<file path="src/rtl/osd_cdm_pkg.sv">
// Shared types and constants for the CDM SPR path and the CPU debug-unit bridge.
//   CDM_SPR_ADDR_W / CDM_SPR_DATA_W : SPR address and data widths
//   bridge_state_e                  : access FSM states of osd_cdm_du_bridge
//   spr_req_t / spr_rsp_t           : request and response payloads exchanged with the CDM
package osd_cdm_pkg;

  localparam int unsigned CDM_SPR_ADDR_W = 16;
  localparam int unsigned CDM_SPR_DATA_W = 32;

  typedef enum logic [1:0] {
    BR_IDLE   = 2'd0,
    BR_ACCESS = 2'd1,
    BR_RESP   = 2'd2
  } bridge_state_e;

  typedef struct packed {
    logic                      write;
    logic [CDM_SPR_ADDR_W-1:0] addr;
    logic [CDM_SPR_DATA_W-1:0] wdata;
  } spr_req_t;

  typedef struct packed {
    logic                      err;
    logic [CDM_SPR_DATA_W-1:0] rdata;
  } spr_rsp_t;

endpackage

</file>
<file path="src/rtl/osd_cdm_du_bridge_if.sv">
// SPR request/response handshake from the CDM plus the CPU debug-unit (du_*) bus.
//   req_*/rsp_*                : CDM SPR access request and response
//   du_stb_i/du_adr_i/du_we_i/
//   du_dat_i/du_ack_o/du_dat_o : debug-unit bus (names follow the CPU's view)
// Modport slave is the bridge: it serves CDM requests and drives the du bus.
// Modport master is the surrounding system: CDM requester and CPU bus target.
interface osd_cdm_du_bridge_if;
  import osd_cdm_pkg::*;

  logic                      req_valid;
  logic                      req_ready;
  logic                      req_write;
  logic [CDM_SPR_ADDR_W-1:0] req_addr;
  logic [CDM_SPR_DATA_W-1:0] req_wdata;
  logic                      rsp_valid;
  logic                      rsp_ready;
  logic [CDM_SPR_DATA_W-1:0] rsp_rdata;
  logic                      rsp_err;

  logic                      du_stb_i;
  logic                      du_ack_o;
  logic [CDM_SPR_ADDR_W-1:0] du_adr_i;
  logic                      du_we_i;
  logic [CDM_SPR_DATA_W-1:0] du_dat_i;
  logic [CDM_SPR_DATA_W-1:0] du_dat_o;

  modport slave (
    input  req_valid, req_write, req_addr, req_wdata, rsp_ready, du_ack_o, du_dat_o,
    output req_ready, rsp_valid, rsp_rdata, rsp_err, du_stb_i, du_adr_i, du_we_i, du_dat_i
  );

  modport master (
    output req_valid, req_write, req_addr, req_wdata, rsp_ready, du_ack_o, du_dat_o,
    input  req_ready, rsp_valid, rsp_rdata, rsp_err, du_stb_i, du_adr_i, du_we_i, du_dat_i
  );

endinterface

</file>
<file path="src/rtl/osd_cdm_bp_event.sv">
// Breakpoint detection, CPU stall ownership and the pending breakpoint event.
//   clk, rst        : clock, synchronous active-high reset
//   cpu_stall_req   : host stall register value
//   stall_release   : pulse clearing the breakpoint hold
//   du_stall_o      : CPU reports breakpoint/stalled
//   du_stall_i      : registered stall to the CPU
//   bp_event_valid  : breakpoint event pending toward the packetizer
//   bp_event_ready  : event consumed
//   bp_overflow     : more than one hit coalesced into the pending event
module osd_cdm_bp_event (
  input  logic clk,
  input  logic rst,
  input  logic cpu_stall_req,
  input  logic stall_release,
  input  logic du_stall_o,
  output logic du_stall_i,
  output logic bp_event_valid,
  input  logic bp_event_ready,
  output logic bp_overflow
);

  logic stall_o_q,  stall_o_d;
  logic bp_hold_q,  bp_hold_d;
  logic stall_i_q,  stall_i_d;
  logic ev_valid_q, ev_valid_d;
  logic ev_ovf_q,   ev_ovf_d;
  logic rise;
  logic ev_hs;

  // Next-state for hold, stall and event registers.
  always_comb begin
    stall_o_d  = du_stall_o;
    bp_hold_d  = bp_hold_q;
    ev_valid_d = ev_valid_q;
    ev_ovf_d   = ev_ovf_q;

    rise  = du_stall_o & ~stall_o_q;
    ev_hs = ev_valid_q & bp_event_ready;

    // Set has priority over release.
    if (stall_release) bp_hold_d = 1'b0;
    if (rise)          bp_hold_d = 1'b1;

    // Fed from the next hold value so a hit or release reaches the CPU one cycle later.
    stall_i_d = cpu_stall_req | bp_hold_d;

    if (ev_hs) begin
      ev_valid_d = 1'b0;
      ev_ovf_d   = 1'b0;
    end
    // A hit landing on a consume cycle starts a fresh event without overflow.
    if (rise) begin
      ev_valid_d = 1'b1;
      if (ev_valid_q && !ev_hs) ev_ovf_d = 1'b1;
    end
  end

  always_ff @(posedge clk) begin
    if (rst) begin
      stall_o_q  <= 1'b0;
      bp_hold_q  <= 1'b0;
      stall_i_q  <= 1'b0;
      ev_valid_q <= 1'b0;
      ev_ovf_q   <= 1'b0;
    end else begin
      stall_o_q  <= stall_o_d;
      bp_hold_q  <= bp_hold_d;
      stall_i_q  <= stall_i_d;
      ev_valid_q <= ev_valid_d;
      ev_ovf_q   <= ev_ovf_d;
    end
  end

  assign du_stall_i     = stall_i_q;
  assign bp_event_valid = ev_valid_q;
  assign bp_overflow    = ev_ovf_q;

endmodule

</file>
<file path="src/rtl/osd_cdm_du_bridge.sv">
// Bridge from CDM SPR requests to cycle-accurate CPU debug-unit bus accesses.
//   clk, rst        : clock, synchronous active-high reset
//   bus (slave)     : CDM req/rsp handshake and du_* bus
//   cpu_stall_req   : host stall register value
//   stall_release   : pulse clearing the breakpoint hold
//   du_stall_i      : stall to CPU
//   du_stall_o      : CPU reports breakpoint/stalled
//   bp_event_*      : pending breakpoint event and its handshake
//   bp_overflow     : coalesced breakpoint hits
// Every du access is bounded by TIMEOUT_CYCLES strobe cycles; with
// REQUIRE_STALL set, accesses to a running core are refused with an error.
module osd_cdm_du_bridge
  import osd_cdm_pkg::*;
#(
  parameter int unsigned TIMEOUT_CYCLES = 256,
  parameter int unsigned REQUIRE_STALL  = 1
) (
  input  logic                clk,
  input  logic                rst,
  osd_cdm_du_bridge_if.slave  bus,
  input  logic                cpu_stall_req,
  input  logic                stall_release,
  output logic                du_stall_i,
  input  logic                du_stall_o,
  output logic                bp_event_valid,
  input  logic                bp_event_ready,
  output logic                bp_overflow
);

  localparam int unsigned CNT_W = $clog2(TIMEOUT_CYCLES + 1);

  localparam logic [1:0] S_IDLE   = BR_IDLE;
  localparam logic [1:0] S_ACCESS = BR_ACCESS;
  localparam logic [1:0] S_RESP   = BR_RESP;

  logic [1:0]       state_q,     state_d;
  logic [CNT_W-1:0] cnt_q,       cnt_d;
  logic             req_ready_q, req_ready_d;
  logic             rsp_valid_q, rsp_valid_d;
  spr_rsp_t         rsp_q,       rsp_d;
  logic             stb_q,       stb_d;
  spr_req_t         du_req_q,    du_req_d;

  // Stall ownership and breakpoint events.
  osd_cdm_bp_event u_bp_event (
    .clk            (clk),
    .rst            (rst),
    .cpu_stall_req  (cpu_stall_req),
    .stall_release  (stall_release),
    .du_stall_o     (du_stall_o),
    .du_stall_i     (du_stall_i),
    .bp_event_valid (bp_event_valid),
    .bp_event_ready (bp_event_ready),
    .bp_overflow    (bp_overflow)
  );

  // Access FSM: next state, timeout counter and registered outputs.
  always_comb begin
    state_d  = state_q;
    cnt_d    = cnt_q;
    rsp_d    = rsp_q;
    stb_d    = stb_q;
    du_req_d = du_req_q;

    case (state_q)
      S_IDLE: begin
        rsp_d = '0;
        if (bus.req_valid && req_ready_q) begin
          if ((REQUIRE_STALL != 0) && !du_stall_i) begin
            rsp_d   = '{err: 1'b1, rdata: '0};
            state_d = S_RESP;
          end else begin
            du_req_d = '{write: bus.req_write, addr: bus.req_addr, wdata: bus.req_wdata};
            stb_d    = 1'b1;
            cnt_d    = '0;
            state_d  = S_ACCESS;
          end
        end
      end

      S_ACCESS: begin
        cnt_d = cnt_q + CNT_W'(1);
        // Ack beats a timeout falling on the same cycle.
        if (bus.du_ack_o) begin
          rsp_d    = '{err: 1'b0, rdata: (du_req_q.write ? '0 : bus.du_dat_o)};
          stb_d    = 1'b0;
          du_req_d = '0;
          state_d  = S_RESP;
        end else if (cnt_q == CNT_W'(TIMEOUT_CYCLES - 1)) begin
          rsp_d    = '{err: 1'b1, rdata: '0};
          stb_d    = 1'b0;
          du_req_d = '0;
          state_d  = S_RESP;
        end
      end

      S_RESP: begin
        if (bus.rsp_ready) begin
          cnt_d   = '0;
          rsp_d   = '0;
          state_d = S_IDLE;
        end
      end

      default: begin
        cnt_d    = '0;
        rsp_d    = '0;
        stb_d    = 1'b0;
        du_req_d = '0;
        state_d  = S_IDLE;
      end
    endcase

    req_ready_d = (state_d == S_IDLE);
    rsp_valid_d = (state_d == S_RESP);
  end

  always_ff @(posedge clk) begin
    if (rst) begin
      state_q     <= S_IDLE;
      cnt_q       <= '0;
      req_ready_q <= 1'b0;
      rsp_valid_q <= 1'b0;
      rsp_q       <= '0;
      stb_q       <= 1'b0;
      du_req_q    <= '0;
    end else begin
      state_q     <= state_d;
      cnt_q       <= cnt_d;
      req_ready_q <= req_ready_d;
      rsp_valid_q <= rsp_valid_d;
      rsp_q       <= rsp_d;
      stb_q       <= stb_d;
      du_req_q    <= du_req_d;
    end
  end

  assign bus.req_ready = req_ready_q;
  assign bus.rsp_valid = rsp_valid_q;
  assign bus.rsp_rdata = rsp_q.rdata;
  assign bus.rsp_err   = rsp_q.err;
  assign bus.du_stb_i  = stb_q;
  assign bus.du_adr_i  = du_req_q.addr;
  assign bus.du_we_i   = du_req_q.write;
  assign bus.du_dat_i  = du_req_q.wdata;

endmodule

</file>
<file path="src/flat_wrapper.sv">
// flat-port wrapper written by rule: the top's interface ports become plain ports
module osd_cdm_du_bridge_flat import osd_cdm_pkg::*;
#(
  parameter int unsigned TIMEOUT_CYCLES = 256,
  parameter int unsigned REQUIRE_STALL  = 1
)
  (clk, rst, cpu_stall_req, stall_release, du_stall_i, du_stall_o, bp_event_valid, bp_event_ready, bp_overflow, bus_req_valid, bus_req_write, bus_req_addr, bus_req_wdata, bus_rsp_ready, bus_du_ack_o, bus_du_dat_o, bus_req_ready, bus_rsp_valid, bus_rsp_rdata, bus_rsp_err, bus_du_stb_i, bus_du_adr_i, bus_du_we_i, bus_du_dat_i);
  osd_cdm_du_bridge_if bus_i ();
  input  logic clk;
  input  logic rst;
  input  logic cpu_stall_req;
  input  logic stall_release;
  output logic du_stall_i;
  input  logic du_stall_o;
  output logic bp_event_valid;
  input  logic bp_event_ready;
  output logic bp_overflow;
  input wire logic [$bits(bus_i.req_valid)-1:0] bus_req_valid;
  input wire logic [$bits(bus_i.req_write)-1:0] bus_req_write;
  input wire logic [$bits(bus_i.req_addr)-1:0] bus_req_addr;
  input wire logic [$bits(bus_i.req_wdata)-1:0] bus_req_wdata;
  input wire logic [$bits(bus_i.rsp_ready)-1:0] bus_rsp_ready;
  input wire logic [$bits(bus_i.du_ack_o)-1:0] bus_du_ack_o;
  input wire logic [$bits(bus_i.du_dat_o)-1:0] bus_du_dat_o;
  output wire logic [$bits(bus_i.req_ready)-1:0] bus_req_ready;
  output wire logic [$bits(bus_i.rsp_valid)-1:0] bus_rsp_valid;
  output wire logic [$bits(bus_i.rsp_rdata)-1:0] bus_rsp_rdata;
  output wire logic [$bits(bus_i.rsp_err)-1:0] bus_rsp_err;
  output wire logic [$bits(bus_i.du_stb_i)-1:0] bus_du_stb_i;
  output wire logic [$bits(bus_i.du_adr_i)-1:0] bus_du_adr_i;
  output wire logic [$bits(bus_i.du_we_i)-1:0] bus_du_we_i;
  output wire logic [$bits(bus_i.du_dat_i)-1:0] bus_du_dat_i;
  assign bus_i.req_valid = bus_req_valid;
  assign bus_i.req_write = bus_req_write;
  assign bus_i.req_addr = bus_req_addr;
  assign bus_i.req_wdata = bus_req_wdata;
  assign bus_i.rsp_ready = bus_rsp_ready;
  assign bus_i.du_ack_o = bus_du_ack_o;
  assign bus_i.du_dat_o = bus_du_dat_o;
  assign bus_req_ready = bus_i.req_ready;
  assign bus_rsp_valid = bus_i.rsp_valid;
  assign bus_rsp_rdata = bus_i.rsp_rdata;
  assign bus_rsp_err = bus_i.rsp_err;
  assign bus_du_stb_i = bus_i.du_stb_i;
  assign bus_du_adr_i = bus_i.du_adr_i;
  assign bus_du_we_i = bus_i.du_we_i;
  assign bus_du_dat_i = bus_i.du_dat_i;
  osd_cdm_du_bridge #(.TIMEOUT_CYCLES(TIMEOUT_CYCLES), .REQUIRE_STALL(REQUIRE_STALL)) u_core (.clk(clk), .rst(rst), .bus(bus_i), .cpu_stall_req(cpu_stall_req), .stall_release(stall_release), .du_stall_i(du_stall_i), .du_stall_o(du_stall_o), .bp_event_valid(bp_event_valid), .bp_event_ready(bp_event_ready), .bp_overflow(bp_overflow));
endmodule
</file>
<file path="config.mk">
export PLATFORM = sky130hd
export DESIGN_NAME = osd_cdm_du_bridge_flat
export DESIGN_NICKNAME = d
export VERILOG_FILES = /design/src/rtl/osd_cdm_pkg.sv /design/src/rtl/osd_cdm_du_bridge_if.sv /design/src/rtl/osd_cdm_bp_event.sv /design/src/rtl/osd_cdm_du_bridge.sv /design/src/flat_wrapper.sv
export SDC_FILE = /design/constraint.sdc
export NUM_CORES = 1
export LEC_CHECK = 0
export ABC_AREA = 1
export CORE_MARGIN = 3
export CORE_UTILIZATION = 44
export DETAILED_ROUTE_END_ITERATION = 10
export GPL_ROUTABILITY_DRIVEN = 1
export GPL_TIMING_DRIVEN = 1
export PLACE_DENSITY = 0.84
export SYNTH_ARGS = -nofsm -noshare
export SYNTH_HDL_FRONTEND = slang
export SYNTH_SLANG_ARGS = --single-unit
</file>
<file path="constraint.sdc">
create_clock -name clk -period 4.6 [get_ports clk]
set_input_delay 0.69 -clock clk [delete_from_list [all_inputs] [get_ports clk]]
set_output_delay 0.69 -clock clk [all_outputs]
set_load 0.02 [all_outputs]
</file>
==> flow_metrics.tcl, run 1 <==
set metrics [dict create \
    synth_top_family_by_area "simple AND/OR/NAND/NOR gates" \
    critical_path_class "flop to flop" \
    cp_top_family "simple AND/OR/NAND/NOR gates" \
    p_per_area_nw_per_um2 288.7 \
    grt_usage_pct 21.94 \
    cts_setup_buffers 0 \
    grt_pass1_vias 3746 \
    synthTopCellsByCount "nand2_1 (146), dfxtp_1 (101), a21oi_1 (90)" \
    synth_seq_cells 101 \
    core.rowCount 33 \
    clockPowerShare_pct 30.6 \
    cts_resized 0 \
    timing.final.crit_period_ns 2.763 \
    dp.cells 740 \
    fp.dieW_um 98.24 \
    syn_nets 579 \
    areaGrowthSynthToFinish_pct 52.87 \
    worstSkewPairLatency_ns 0.36 \
    place_congestion 0.9445 \
    dp_hpwl_um 7674 \
    required_ns 4.79 \
    drive_gt1_share_pct 4.301 \
    syn_inst 487 \
    final_cells 756 \
    setup_viol 0 \
    yosys.area_share.simple_pct 26.37 \
    switching_share_pct 25.91 \
    cts_max_level 3 \
    synth-edff-count 0 \
    reg2reg_depth 11 \
    synthXorXnorAreaFrac_pct 0 \
    crit_chain "ha_1 -> nand2_1 -> nor2_1 -> inv_1 -> nor3_1 -> ha_1 -> nor2_1 -> nand2_1 -> nand3_2 -> nand2_1 -> a21oi_1" \
    port_buffers 177 \
    initial_core_util_pct 45.33 \
    path_clk_slew_ns 0.09 \
    hold_ws_ns 0.4637 \
    routed_wl_um 10830 \
    synth_most_common_cell "nand2_1" \
    crit_cells 11 \
    finalHoldViolCount 0 \
    p_int_mw 1.224 \
    drc 0 \
    crit_buf_inv 1 \
    path_common_cell "nand2_1" \
    clock-root-buffer "clkbuf_8" \
    maxCapViolations 0 \
    netlist_area_um2 3744 \
    setup.worst_path.start_class "flop" \
    vias 3829 \
    die_area_um2 9651 \
    combPwrFrac_pct 14.5 \
    max_freq_mhz 361.9 \
    die_h_um 98.24 \
    tns_ns 0 \
    core_um2 8258 \
    cp_slowest_cell "nand3_2" \
    grt_pass1_wl_um 17490 \
    ys_warn_count 0 \
    grt-ovfl-total 0 \
    p_sw_uw 428.1 \
    worst-slew-pin-transition_ns 1.150 \
    status "finished, final reports clean" \
    slew_headroom_pct 23.12 \
    yosys.area.top_type "dfxtp_1" \
    leakage_nw 1.960 \
    avgSynthCellArea_um2 7.687 \
    cp_slowest_stage_delay_ns 0.77 \
    seq_area_frac_synth_pct 54.01 \
    drv_slew 0 \
    synth.mux.area_fraction_pct 0 \
    cts_sinks 101 \
    ff2ff_setup_slack_ns 1.84 \
    grt_max_degree 57 \
    fin_util_pct 69.30 \
    antenna_found_initial 0 \
    hold_path.class "flop to flop" \
    hold_depth 2 \
    ctsHoldBuffers 0 \
    clk_path_buf_depth 2 \
    rsz0062_at_grt "no" \
    synth_adder_area_share_pct 0.6684 \
    first_pass_iters 5 \
    pwr-share-seq_pct 54.9 \
    synth_area_leaders "dfxtp_1 (54%), nand2_1 (15%), a21oi_1 (12%)" \
    skew_ns 0.01218 \
    fin_crit_sh_pct 60.07 \
    end_kind "flop" \
    cts-buffers-inserted 9 \
    drt-initial-drc-count 134 \
    synth_compound_area_share_pct 13.24 \
    nets 738 \
    peakVddDrop_mv 0.2339 \
    wl_per_cell_um 14.33 \
    n_antenna_cell 0 \
    ios 178 \
    yosys.area.top_type_share_pct 54.01 \
    ant_nets 0 \
    cts_tree "yes" \
    synth_flop_cell "dfxtp_1" \
    ys_types 22 \
    path_max_fanout 50 \
    async_flop_share_pct 0 \
    crit_arrival_ns 2.95 \
    via_per_inst 5.065 \
]
[state kept, by name, indices dropped and copies added (netlist names), 2 cells and up, named ones only]
name and count:
u_core.bus.du_dat_i 32, u_core.bus.rsp_rdata 32, u_core.bus.du_adr_i 16, u_core.cnt_q 9, u_core.state_q 2
[through the flow]
step	total power [mW]	instance area [um2]	worst slack, ns
finish	1.652	5723	1.837
detailed placement	1.167	5545	1.789
global route	1.724	5723	1.449
floorplan	1.033	3744	2.828
global placement	1.163	5545	1.923
CTS	1.665	5723	1.803
[cell usage in the layout (no fill, tap or decap), types with 2 or more instances in the layout]
cell,netlist,layout
dfxtp_1,101,101
a21oi_1,90,90
nor3_1,3,3
nor2_4,1,2
clkinvlp_4,0,3
o21ai_0,3,3
inv_2,2,2
ha_1,2,2
buf_4,0,3
clkdlybuf4s50_1,0,176
or2_2,3,3
nand2_1,146,146
clkbuf_8,0,10
o21bai_1,2,2
nor2_1,18,18
inv_1,19,19
nand3_1,58,57
[power groups by stage]
stage | Sequential [mW] | Clock, mW | Combinational, mW
after global placement | 0.927 | 0 | 0.236
after floorplan | 0.948 | 0 | 0.0846
after global routing | 0.910 | 0.556 | 0.258
after CTS | 0.908 | 0.517 | 0.240
after detailed placement | 0.928 | 0 | 0.239
final | 0.907 | 0.506 | 0.239
[worst reg2reg max path, cell delays in order, from the launching register on]
cell and delay (ns):
dfxtp_1 0.37, ha_1 0.23, nand2_1 0.08, nor2_1 0.12
inv_1 0.07, nor3_1 0.16, ha_1 0.22, nor2_1 0.05
nand2_1 0.14, nand3_2 0.77, nand2_1 0.31, a21oi_1 0.09
[final timing paths]
kind,end,startpoint
setup / recovery,u_core.bus.du_dat_i[15],u_core.cnt_q[1]
hold / removal,u_core.bus.du_adr_i[8],u_core.bus.du_adr_i[8]
setup reg to reg,u_core.bus.du_dat_i[15],u_core.cnt_q[1]
hold reg to reg,u_core.bus.du_adr_i[8],u_core.bus.du_adr_i[8]
[cells by family after synthesis]
logic type	Yosys count
adder cells (fa/ha/maj)	2
buffers and inverters	53
flip-flops	101
AND/OR/NAND/NOR	234
AO/OA/AOI/OAI	97
[per-layer routing]
layer	GRT usage, %	vias up	share of wire, %
li1	-	1903	-
met1	25.96	1768	41
met2	37.23	133	49
met3	7.429	25	8.2
met4	7.668	0	2.1
met5	0	-	0
[final cells by class]
class                           count  area, um2
Clock inverter                      5      36.28
Sequential cell                   101       2022
Inverter                           21      78.83
Tap cell                          105      131.4
Fill cell                         702       2535
Clock buffer                       11      141.4
Multi-Input combinational cell    333       1524
Timing Repair Buffer              180       1789
No activity file was read; power rests on OpenSTA's default activity.
==> run 2: changes to the inputs <==
- CORE_UTILIZATION: 44 -> 37
- PLACE_DENSITY: 0.84 -> 0.76
- clock period: 4.6 -> 2.4 ns (I/O delays scaled with it)
==> run 2 against run 1 <==
Effect of this change:
- clock power is 110% higher
- setup slack worse by 1.5 ns
- combinational power is 100% higher
- core utilization is 9.9 points lower
- sequential share of layout area is 0.65 points lower
- critical path depth is 1 higher
- global-route usage is 2.1 points lower
- sequential power is 92% higher
- clock skew hardly changed
- register-to-register slack worse by 1.5 ns
- non-clock buffer count is 8 higher
- via count hardly changed
==> flow_metrics.tcl, run 2 (same netlist as run 1, synthesis figures left out) <==
set metrics [dict create \
    first_pass_iters 4 \
    setup_viol 0 \
    hold_path.class "primary input to flop" \
    clock-root-buffer "clkbuf_8" \
    drt-initial-drc-count 169 \
    grt_pass1_wl_um 18430 \
    power.total_mw 3.282 \
    place_congestion 0.7995 \
    routed_wl_um 11350 \
    hold_ws_ns 0.2390 \
    drc 0 \
    die_area_um2 11360 \
    required_ns 2.69 \
    ios 178 \
    vias 3831 \
    p_per_area_nw_per_um2 562.8 \
    tns_ns 0 \
    fp.dieW_um 106.6 \
    fin_crit_sh_pct 87.90 \
    ant_nets 0 \
    skew_ns 0.01242 \
    critical_path_class "flop to flop" \
    wl_per_cell_um 14.34 \
    nFillCells 905 \
    dp_hpwl_um 8252 \
    cts-buffers-inserted 9 \
    timing.final.crit_period_ns 2.110 \
    port_buffers 177 \
    core_um2 9819 \
    antenna_found_initial 0 \
    peakVddDrop_mv 0.3700 \
    cp_top_family "simple AND/OR/NAND/NOR gates" \
    final_cell_mix "clkdlybuf4s50_1 (176), nand2_1 (146), dfxtp_1 (101)" \
    cts_max_level 3 \
    slew_headroom_pct 74.27 \
    cp_slowest_stage_delay_ns 0.37 \
    setup.worst_path.start_class "flop" \
    worst-slew-pin-transition_ns 0.3860 \
    nets 746 \
    grt_pass1_vias 3784 \
    n_antenna_cell 0 \
    path_clk_slew_ns 0.10 \
    worstSkewPairLatency_ns 0.35 \
    clk_path_buf_depth 2 \
    crit_buf_inv 2 \
    cts_resized 0 \
    cp_slowest_cell "dfxtp_1" \
    path_common_cell "nand2_1" \
    maxCapViolations 0 \
    drive_gt1_share_pct 5.319 \
    grt_max_degree 39 \
    die_h_um 106.6 \
    drv_slew 0 \
    cts_sinks 101 \
    mostFrequentLayoutCell "clkdlybuf4s50_1" \
    grt_usage_pct 19.81 \
    max_freq_mhz 474.0 \
    rsz0062_at_grt "no" \
    core.rowCount 36 \
    grt-ovfl-total 0 \
    path_max_fanout 34 \
    end_kind "flop" \
    areaGrowthSynthToFinish_pct 55.75 \
    cts_setup_buffers 0 \
    crit_arrival_ns 2.40 \
    via_per_inst 4.843 \
    cts_tree "yes" \
    ctsHoldBuffers 0 \
    finalHoldViolCount 0 \
    status "finished, final reports clean" \
    leakage_nw 2.016 \
    crit_chain "ha_1 -> nand2_1 -> nor2_1 -> inv_1 -> nor3_1 -> ha_1 -> nor2_1 -> nand2_1 -> nand2_1 -> buf_4 -> a21oi_1 -> o21a_1" \
    initial_core_util_pct 38.12 \
]
[run 2: path summary, 6_finish.rpt]
path	start	to	slack, ns	cells after the start
hold reg to reg	u_core.bus.du_adr_i[7]	u_core.bus.du_adr_i[7]	0.46	2
setup reg to reg	u_core.cnt_q[1]	u_core.bus.rsp_err	0.29	12
setup / recovery	u_core.cnt_q[1]	u_core.bus.rsp_err	0.29	12
hold / removal	rst	u_core.bus.du_dat_i[1]	0.24	2
[run 2: routing by layer]
metal	GRT usage [%]	vias up	routed length (um)
met2	35.21	138	5686
met3	5.238	17	876
met5	0	-	0
li1	-	1919	-
met1	23.23	1757	4605
met4	6.210	0	177
[run 2: layout make-up]
cell class / count / area (um2) / share of cell area (%)
clock buffers: 11 / 141.4 / 2.425
clock inverters: 4 / 48.80 / 0.8369
inverters: 21 / 78.83 / 1.352
multi-input cells: 333 / 1524 / 26.14
flip-flops and latches: 101 / 2022 / 34.68
well taps: 133 / 166.4 / 2.854
repair buffers: 188 / 1849 / 31.72
[run 2: power breakdown]
part           internal, mW  leakage (nW)  switching, mW
sequential             1.71         0.817         0.0249
clock                 0.505        0.0992          0.558
combinational         0.237          1.10          0.242
[run 2: stage by stage]
step / util [%] / cell area [um2] / cells / worst slack [ns]
2_1_floorplan: - / 3744 / 487 / 0.6284
3_5_place_dp: 57.44 / 5640 / 776 / 0.3551
6_report: 59.38 / 5831 / 791 / 0.2904
5_1_grt: 59.38 / 5831 / 791 / 0.1074
4_1_cts: 59.38 / 5831 / 791 / 0.2977
3_3_place_gp: 57.44 / 5640 / 776 / 0.4862
